**config.mk**
```make
export PLATFORM = sky130hd
export DESIGN_NAME = game_datapath
export DESIGN_NICKNAME = d
export VERILOG_FILES = /design/src/rtl/game_pkg.sv /design/src/rtl/game_timer.sv /design/src/rtl/game_datapath.sv
export SDC_FILE = /design/constraint.sdc
export NUM_CORES = 1
export LEC_CHECK = 0
export ABC_AREA = 1
export BUFFER_PORTS_ARGS = -buffer_cell sky130_fd_sc_hd__buf_4
export CORE_MARGIN = 4
export CORE_UTILIZATION = 60
export CTS_BUF_LIST = sky130_fd_sc_hd__clkbuf_8
export CTS_CLUSTER_DIAMETER = 100
export DETAILED_ROUTE_END_ITERATION = 10
export GPL_TIMING_DRIVEN = 0
export PLACE_DENSITY_LB_ADDON = 0.25
export SLEW_MARGIN = 20
export SYNTH_ARGS = -nofsm -noshare
export SYNTH_HDL_FRONTEND = slang
export SYNTH_SLANG_ARGS = --single-unit
```
**constraint.sdc**
```tcl
create_clock -name clock -period 2.05 [get_ports clock]
set_input_delay 0.205 -clock clock [delete_from_list [all_inputs] [get_ports clock]]
set_output_delay 0.205 -clock clock [all_outputs]
set_load 0.01 [all_outputs]
```
**src/rtl/game_pkg.sv**
```systemverilog
// Shared definitions for the sequence-memory game: command/status bit positions,
// LFSR seed and step, and the round-counter width helper.
package game_pkg;

    localparam logic [7:0] LFSR_SEED = 8'hA5;

    localparam int CMD_R1  = 0;
    localparam int CMD_R2  = 1;
    localparam int CMD_E1  = 2;
    localparam int CMD_E2  = 3;
    localparam int CMD_E3  = 4;
    localparam int CMD_E4  = 5;
    localparam int CMD_SEL = 6;
    localparam int CMD_W   = 7;

    localparam int ST_END_FPGA = 0;
    localparam int ST_END_USER = 1;
    localparam int ST_END_TIME = 2;
    localparam int ST_WIN      = 3;
    localparam int ST_MATCH    = 4;
    localparam int ST_W        = 5;

    function automatic int round_width(input int n_rounds);
        return $clog2(n_rounds + 1);
    endfunction

    // Fibonacci LFSR, taps 8,6,5,4 (bits 7,5,4,3), shifting toward the MSB
    function automatic logic [7:0] lfsr_step(input logic [7:0] s);
        return {s[6:0], s[7] ^ s[5] ^ s[4] ^ s[3]};
    endfunction

endpackage

```
**src/rtl/game_timer.sv**
```systemverilog
// Tick prescaler plus saturating tick counter; end_time is held once the limit
// is reached until clear or reset.
module game_timer #(
    parameter int TICK_DIV = 50000000,
    parameter int LIMIT    = 10
) (
    input  logic clock,
    input  logic reset,
    input  logic clear,
    input  logic run,
    input  logic count_en,
    output logic tick,
    output logic end_time
);

    localparam int PW = (TICK_DIV > 1) ? $clog2(TICK_DIV) : 1;
    localparam int TW = $clog2(LIMIT + 1);

    logic [PW-1:0] presc_r;
    logic [TW-1:0] time_cnt_r;
    logic          end_time_r;

    assign tick     = run && (presc_r == PW'(TICK_DIV - 1));
    assign end_time = end_time_r;

    // Prescaler and saturating time counter
    always_ff @(posedge clock) begin
        if (reset || clear) begin
            presc_r    <= '0;
            time_cnt_r <= '0;
            end_time_r <= 1'b0;
        end else begin
            if (run) begin
                presc_r <= tick ? '0 : presc_r + 1'b1;
            end
            if (tick && count_en && !end_time_r) begin
                if (time_cnt_r == TW'(LIMIT - 1)) begin
                    time_cnt_r <= TW'(LIMIT);
                    end_time_r <= 1'b1;
                end else begin
                    time_cnt_r <= time_cnt_r + 1'b1;
                end
            end
        end
    end

endmodule

```
**src/rtl/game_datapath.sv**
```systemverilog
// Datapath of the sequence-memory game: sequence fill, LED replay, entry
// checking, round timing and score keeping, driven by the game FSM commands.
module game_datapath import game_pkg::*; #(
    parameter int  N_ROUNDS   = 16,
    parameter int  DISP_TICKS = 2,
    parameter int  TIME_LIMIT = 10,
    parameter int  TICK_DIV   = 50000000,
    localparam int ROUND_W    = round_width(N_ROUNDS)
) (
    input  logic               clock,
    input  logic               reset,
    input  logic               r1,
    input  logic               r2,
    input  logic               e1,
    input  logic               e2,
    input  logic               e3,
    input  logic               e4,
    input  logic               sel,
    input  logic               enter,
    input  logic [3:0]         switches,
    output logic               end_fpga,
    output logic               end_user,
    output logic               end_time,
    output logic               win,
    output logic               match,
    output logic [3:0]         leds,
    output logic [ROUND_W-1:0] score,
    output logic               won
);

    localparam int IDX_W = (N_ROUNDS > 1) ? $clog2(N_ROUNDS) : 1;
    localparam int DC_W  = (DISP_TICKS > 1) ? $clog2(DISP_TICKS) : 1;

    logic [CMD_W-1:0]   cmd_s;
    logic [ST_W-1:0]    status_s;
    logic               clr_s;
    logic               tick_s;
    logic               end_time_s;
    logic               win_s;

    logic [7:0]         lfsr_r;
    logic [3:0]         seq_mem [N_ROUNDS];
    logic [IDX_W-1:0]   fill_ptr_r;
    logic [ROUND_W-1:0] round_r;
    logic               err_r;
    logic [ROUND_W-1:0] disp_idx_r;
    logic [DC_W-1:0]    disp_cnt_r;
    logic [ROUND_W-1:0] user_cnt_r;
    logic               end_fpga_r;
    logic               end_user_r;
    logic [ROUND_W-1:0] score_r;
    logic               won_r;

    // Gather the FSM commands into the shared bit layout
    always_comb begin
        cmd_s          = '0;
        cmd_s[CMD_R1]  = r1;
        cmd_s[CMD_R2]  = r2;
        cmd_s[CMD_E1]  = e1;
        cmd_s[CMD_E2]  = e2;
        cmd_s[CMD_E3]  = e3;
        cmd_s[CMD_E4]  = e4;
        cmd_s[CMD_SEL] = sel;
    end

    assign clr_s = cmd_s[CMD_R1] | cmd_s[CMD_R2];
    assign win_s = (round_r == ROUND_W'(N_ROUNDS));

    game_timer #(
        .TICK_DIV (TICK_DIV),
        .LIMIT    (TIME_LIMIT)
    ) u_timer (
        .clock    (clock),
        .reset    (reset),
        .clear    (clr_s),
        .run      (cmd_s[CMD_E2] | cmd_s[CMD_E3]),
        .count_en (cmd_s[CMD_E2]),
        .tick     (tick_s),
        .end_time (end_time_s)
    );

    // Sequence memory write during setup; contents are not reset
    always_ff @(posedge clock) begin
        if (!reset && cmd_s[CMD_E1]) begin
            seq_mem[fill_ptr_r] <= lfsr_r[3:0] ^ switches;
        end
    end

    // Game state: LFSR, fill pointer, display, entry check, round and result
    always_ff @(posedge clock) begin
        if (reset) begin
            lfsr_r     <= LFSR_SEED;
            fill_ptr_r <= '0;
            round_r    <= '0;
            err_r      <= 1'b0;
            disp_idx_r <= '0;
            disp_cnt_r <= '0;
            user_cnt_r <= '0;
            end_fpga_r <= 1'b0;
            end_user_r <= 1'b0;
            score_r    <= '0;
            won_r      <= 1'b0;
        end else begin
            if (cmd_s[CMD_E1]) begin
                lfsr_r <= lfsr_step(lfsr_r);
            end
            if (cmd_s[CMD_R1]) begin
                fill_ptr_r <= '0;
            end else if (cmd_s[CMD_E1]) begin
                fill_ptr_r <= (fill_ptr_r == IDX_W'(N_ROUNDS - 1)) ? '0 : fill_ptr_r + 1'b1;
            end

            if (clr_s) begin
                err_r      <= 1'b0;
                disp_idx_r <= '0;
                disp_cnt_r <= '0;
                user_cnt_r <= '0;
                end_fpga_r <= 1'b0;
                end_user_r <= 1'b0;
                if (cmd_s[CMD_R1]) begin
                    round_r <= '0;
                end
            end else begin
                // Each element dwells DISP_TICKS ticks; the last one of this round ends the replay
                if (cmd_s[CMD_E3] && !end_fpga_r && tick_s) begin
                    if (disp_cnt_r == DC_W'(DISP_TICKS - 1)) begin
                        disp_cnt_r <= '0;
                        if (disp_idx_r == round_r) begin
                            end_fpga_r <= 1'b1;
                        end else begin
                            disp_idx_r <= disp_idx_r + 1'b1;
                        end
                    end else begin
                        disp_cnt_r <= disp_cnt_r + 1'b1;
                    end
                end
                if (cmd_s[CMD_E2] && !end_user_r && enter) begin
                    if (switches != seq_mem[user_cnt_r[IDX_W-1:0]]) begin
                        err_r <= 1'b1;
                    end
                    user_cnt_r <= user_cnt_r + 1'b1;
                    if (user_cnt_r == round_r) begin
                        end_user_r <= 1'b1;
                    end
                end
                if (cmd_s[CMD_E4] && !err_r && (round_r < ROUND_W'(N_ROUNDS))) begin
                    round_r <= round_r + 1'b1;
                end
            end

            if (cmd_s[CMD_SEL]) begin
                score_r <= round_r;
                won_r   <= win_s;
            end
        end
    end

    // LEDs show the current element only while the replay is in progress
    always_comb begin
        if (cmd_s[CMD_E3] && !end_fpga_r) begin
            leds = seq_mem[disp_idx_r[IDX_W-1:0]];
        end else begin
            leds = 4'h0;
        end
    end

    // Status flags back to the FSM in the shared bit layout
    always_comb begin
        status_s              = '0;
        status_s[ST_END_FPGA] = end_fpga_r;
        status_s[ST_END_USER] = end_user_r;
        status_s[ST_END_TIME] = end_time_s;
        status_s[ST_WIN]      = win_s;
        status_s[ST_MATCH]    = ~err_r;
    end

    assign end_fpga = status_s[ST_END_FPGA];
    assign end_user = status_s[ST_END_USER];
    assign end_time = status_s[ST_END_TIME];
    assign win      = status_s[ST_WIN];
    assign match    = status_s[ST_MATCH];
    assign score    = score_r;
    assign won      = won_r;

endmodule

```
== Word level (Yosys, flattened, before mapping) ==
Memories as Yosys holds them, arrays and structs flattened. A register that Yosys moved wholly into a read port is not among the register bits.
Index checks and enable logic that the tools add are counted.
Word-level totals
  logic and storage cells: 78
  memories kept: 1
  bits in writable memories: 64
  register bits after elaboration: 68
Memory list
  seq_mem: depth 16, bits a word 4, rd ports 2, clocked after Yosys merged registers in 2, write ports 1, RTL line game_datapath.sv:42  | logic [3:0] seq_mem [N_ROUNDS];
Operators by class
  magnitude comparators: 1
  bitwise logic cells: 8
  equality and inequality tests: 8
  add/sub/neg operators: 7
  reduce and logical (&&, ||, !) cells: 25
  muxes and demuxes: 14
Operator list (count)
  2-to-1 mux 4 bit: 7
  adder 26 x 1 -> 26 bit (second input constant): 1
  == test 26 bit (second input constant): 1
  2-to-1 mux 26 bit: 1
  adder 5 x 1 -> 5 bit (second input constant): 3
  2-to-1 mux 5 bit: 3
  == test 5 bit: 2
  logical AND 1 bit: 10
  adder 4 x 1 -> 4 bit (second input constant): 2
  == test 4 bit (second input constant): 2
  AND reduction 2 bit: 4
  AND reduction 3 bit: 2
  == test 5 bit (second input constant): 1
  zero test 1 bit: 5
  less-than comparator 5 bit (second input constant): 1
  != test 4 bit: 1
  OR reduction 2 bit: 2
  bitwise XOR 4 bit: 1
  2-to-1 mux 1 bit: 3
  bitwise XOR 1 bit: 3
  != test 2 bit (second input constant): 1
  NOT 1 bit: 2
  OR 1 bit: 2
  nonzero test 2 bit: 1
  2 further kinds: 2

== Logic depth before layout (Yosys ltp) ==
  word-level depth: 6
  gate-level depth with buffers: 14

== Hierarchy ==
A second synthesis with hierarchy kept.
Second synthesis, totals
  cell total of the unflattened synthesis: 922
  area total of the unflattened synthesis: 7120.6 um^2
Modules (own cells, without submodules)
  game_datapath: instances 1, cells each 636, area an instance 5295.1 um^2
  game_timer: instances 1, cells each 286, area an instance 1825.5 um^2

== Worst setup path after synthesis ==
No wires, ideal clock.
  path kind: register to register
  from: reg u_timer.presc_r[0]
  to: reg u_timer.presc_r[24]
  library setup time: 0.118 ns
  cell stages (with the launch flop): 11
  slack: 0.481 ns
  clock period less this slack: 1.569 ns
  arrival time: 1.451 ns
  path through: dfxtp_1 > ha_1 > nand2_1 > nor2_4 > nand4_2 > nor2_4 > nand2_2 > nor3_4 > nand2_2 > nor3_1 > nor2_1
Between the ends
  word-level cells in the longest chain between the ends: 3
  elaborated cells on any way between the ends: 4
  classes of those cells: 1 x add/sub; 1 x eq/ne; 1 x mux; 1 x reduce/logical
Ends and longest elaborated chain
  start: declaration: RTL line game_timer.sv:19  | logic [PW-1:0] presc_r;
  start signal: assignment: RTL line game_timer.sv:34  | presc_r <= tick ? '0 : presc_r + 1'b1;
  parallel branches: the longest is 2 deep, another holds adder 26 x 1 -> 26 bit
  2-to-1 mux 26 bit (*): RTL line game_timer.sv:34
Every way passes the cells marked *.
A chain may end at the register's enable or synchronous reset.

==> metrics.md <==
| Metric | Value |
|---|---|
| Avg Inst Size Synth | 8.13 um^2 |
| Kind of end point of the critical path | output pin |
| Hold Fails Final Rpt | 0 |
| Largest fanout on the critical path | 10 |
| CTS tree | done |
| Hold wc startpoint | r1 |
| Final setup violation count | 0 |
| Worst hold path depth | 4 |
| Run status | complete, no violations |
| Reg clk slew, reported paths | 90 ps |
| Required time at the worst-slack endpoint | 1850 ps |
| Setup slack, reg-to-reg | 100 ps |
| Overall fraction of global-route tracks in use | between 20% and 30% |
| Setup TNS | 0 ps |
| Initial antenna violation count | 0 |
| Bufs on Longest Clock Path | 2 |
| Fraction of final layout cells sized beyond drive strength 1 | around 15% |
| Die footprint | between 0.01 and 0.015 mm^2 |
| Initial Utilization | 61.7% |
| Finished Layout Cells | around 1,100 |
| Final worst path period share | 98.0% |
| Gp weighted congestion | around 1 |
| Clock group share of total power | 41.7% |
| Max-cap violation count | 0 |
| Largest net degree at the start of global routing | 17 |
| Placed cell area | 0.00750 mm^2 |
| Net Switching | 1.47 mW |
| EDFF count, synth | 64 |
| Slew margin rel. | 43.3% |
| Netlist cell types | 44 |
| Die width | 117 um |
| Total power per unit cell area | 707 mW/mm^2 |
| Cells after DPL | 1,042 |
| Post-layout instance area | about 0.0081 mm^2 |
| Part of the total power dissipated in combinational logic | 5.7% |
| IR Drop Worst-Case VDD | 0.716 mV |
| H-tree levels | 4 |
| Antenna cells | 0 |
| Half-perimeter wire length after placement | 12.5 mm |
| FMAX | 498 MHz |
| Core area | 0.0115 mm^2 |
| Number of global-route vias before repair | 5,560 |
| 1st-pass router iterations | 6 |
| Cell Int Power | 4.24 mW |
| Dominant synthesized flop cell | dfxtp_1 |
| Cell count after synthesis | roughly 870 |
| Met1 Usage GRT | 35.9% |
| Number of sinks handled by clock tree synthesis | 140 |
| Slew Limit Fails | 0 |
| Transition time of the tightest slew-check pin | 850 ps |
| Die outline height | 117 um |
| Count of state elements after synthesis | between 100 and 150 |
| IO Port Bufs | 28 |
| NumNets Final | 945 |
| Post-DRT Antenna Nets | 0 |
| Clock insertion delay at the later pin of the skew report | between 400 and 500 ps |
| Cell taking the most area after synthesis | edfxtp_1 |
| Class of the tightest hold or removal check | input port to flop |
| Sort of element at the start of the critical path | flop |
| CTS Buf Count | 17 |
| Total congestion overflow | 0 |
| Total power of the final layout | between 5 and 6 mW |
| Syn_nets | 896 |
| RSZ-0062 raised after global routing | true |
| Global-route wire length before repair | between 20 and 30 mm |
| Routing usage on met3 | 5.44% |
| Total vias in the final route | 6,096 |
| Routed WL per cell | approximately 16 um |
| Synth area leaders | edfxtp_1 (27%), dfxtp_1 (21%), nand2_1 (7.6%) |
| Detailed-route wire length | ~17 mm |
| Buffer type at the clock tree root | clkbuf_8 |
| Area added between synthesis and finish | 14.2% |
| Top-Level Pins | 29 |
| Drt initial violations | 506 |
| Yosys top cell area share | 27.1% |
| Reported leakage power | 3.16 nW |
| Final core occ | 70.5% |
| Most frequent standard cell in the layout excluding fill and tap cells | nand2_1 |
| Max Clock Skew | 13.5 ps |
| Switching part of the total | about 26% |
| Count of synthesis-stage warnings from yosys | 0 |
| Start-to-end type of the worst setup path | flop to output pin |
| Post-synthesis sequential area ratio | between 40% and 50% |
| Minimum period implied by the final worst setup slack | 2010 ps |
| Met2 Resource Use GR | 41.2% |
| Hold-critical path endpoint | fill_ptr_r[1] |
| Mapped cell area | approximately 0.0071 mm^2 |
| Seq pwr share | 52.7% |
| Top library cells by usage in the layout, fill and taps aside | nand2_1 (143), inv_1 (114), nand3_1 (94) |
| Detailed-route DRC error count | 0 |
| Vias per std cell | ~5.7 |
| Layer with the highest usage after global routing | met2 |
| Arrival time worst endpoint | about 1800 ps |
| Async S/R FF share, synth | 0% |
| Reg-to-Reg End | err_r |
| Cell count of the worst reg-to-reg path | 13 |
| Site Rows | 39 |
-- how the worst max path moves through the flow --
stage / cells after the start / to / start
floorplan: 10 / u_timer.presc_r[24] / u_timer.presc_r[0]
global placement: 7 / leds[3] / flop
detailed placement: 7 / leds[3] / flop
CTS: 7 / leds[3] / flop
global route: 11 / err_r / flop
finish: 6 / leds[0] / flop
-- kinds of logic (layout without fill, tap and decap cells) --
group	after synthesis	after routing	synth area share (%)
adder cells (fa/ha/maj)	11	11	1.94
XOR/XNOR	22	22	2.72
AO/OA/AOI/OAI	177	177	12.9
AND/OR/NAND/NOR	370	370	25.6
buffers and inverters	151	213	8.20
flip-flops	140	140	48.6
-- per-layer routing --
layer  routed length [um]  up-vias
li1                     -     3020
met1                 7530     2796
met2                 7900      224
met3                 1250       56
met4                  683        0
met5                    0        -
-- worst max-delay path: stages, from the launching register on --
cell	delay, ps
dfxtp_4	390
clkbuf_4	200
o21ai_0	250
nand3_1	150
nand3_1	120
a21oi_1	70
buf_4	160
-- synthesized netlist by cell type, drive strengths merged (2+ instances only) --
cell,n
xor2,17
o211ai,3
nor3b,2
inv,121
o21ai,78
clkinv,2
nand3,96
dfxtp,76
a21oi,87
ha,11
nor4,7
nor2,79
edfxtp,64
o21a,4
nand2,149
buf,11
or2,5
clkbuf,17
nor3,16
nand4,15
xnor2,5
-- power by group through the flow --
stage	sequential [mW]	clock (mW)	combinational (mW)
after CTS	3.01	2.42	0.324
after floorplan	3.07	0	0.185
after global routing	3.02	2.55	0.362
final	3.01	2.38	0.324
after global placement	3.07	0	0.310
after detailed placement	3.08	0	0.319
-- stage by stage --
step | worst slack [ps] | hold slack [ps]
2_1_floorplan | 481 | 274
3_3_place_gp | 0.379 | 431
3_5_place_dp | -2.40 | 431
4_1_cts | 4.25 | 25.8
5_1_grt | -17.1 | 33.5
6_report | 40.5 | 39.8
-- cell type report --
cell class,instances,area (um^2)
plain buffers,26,171
clock buffers,17,234
clock inverters,15,196
fillers,920,3380
inverters,123,474
multi-input cells,580,3130
flip-flops and latches,140,3450
well taps,143,179
repair buffers,32,246
-- state kept, by name, summed over array words and instances, names as in the netlist, 4 cells and up, named ones only --
name	cells
u_timer.time_cnt_r	4
score	5
user_cnt_r	5
seq_mem	64
fill_ptr_r	4
round_r	5
u_timer.presc_r	26
disp_idx_r	5
lfsr_r	8
-- repair_timing --
item                                    4_1_cts  5_1_grt
endpoints found under the setup margin        4       15
hold endpoints to repair                      3        0
resized for setup                            26       54
buffers inserted                              2        0
cloned                                        1        0
pin swaps                                     1        6
hold buffers                                  1        0
Note: power is estimated with default switching activity, not from simulation.
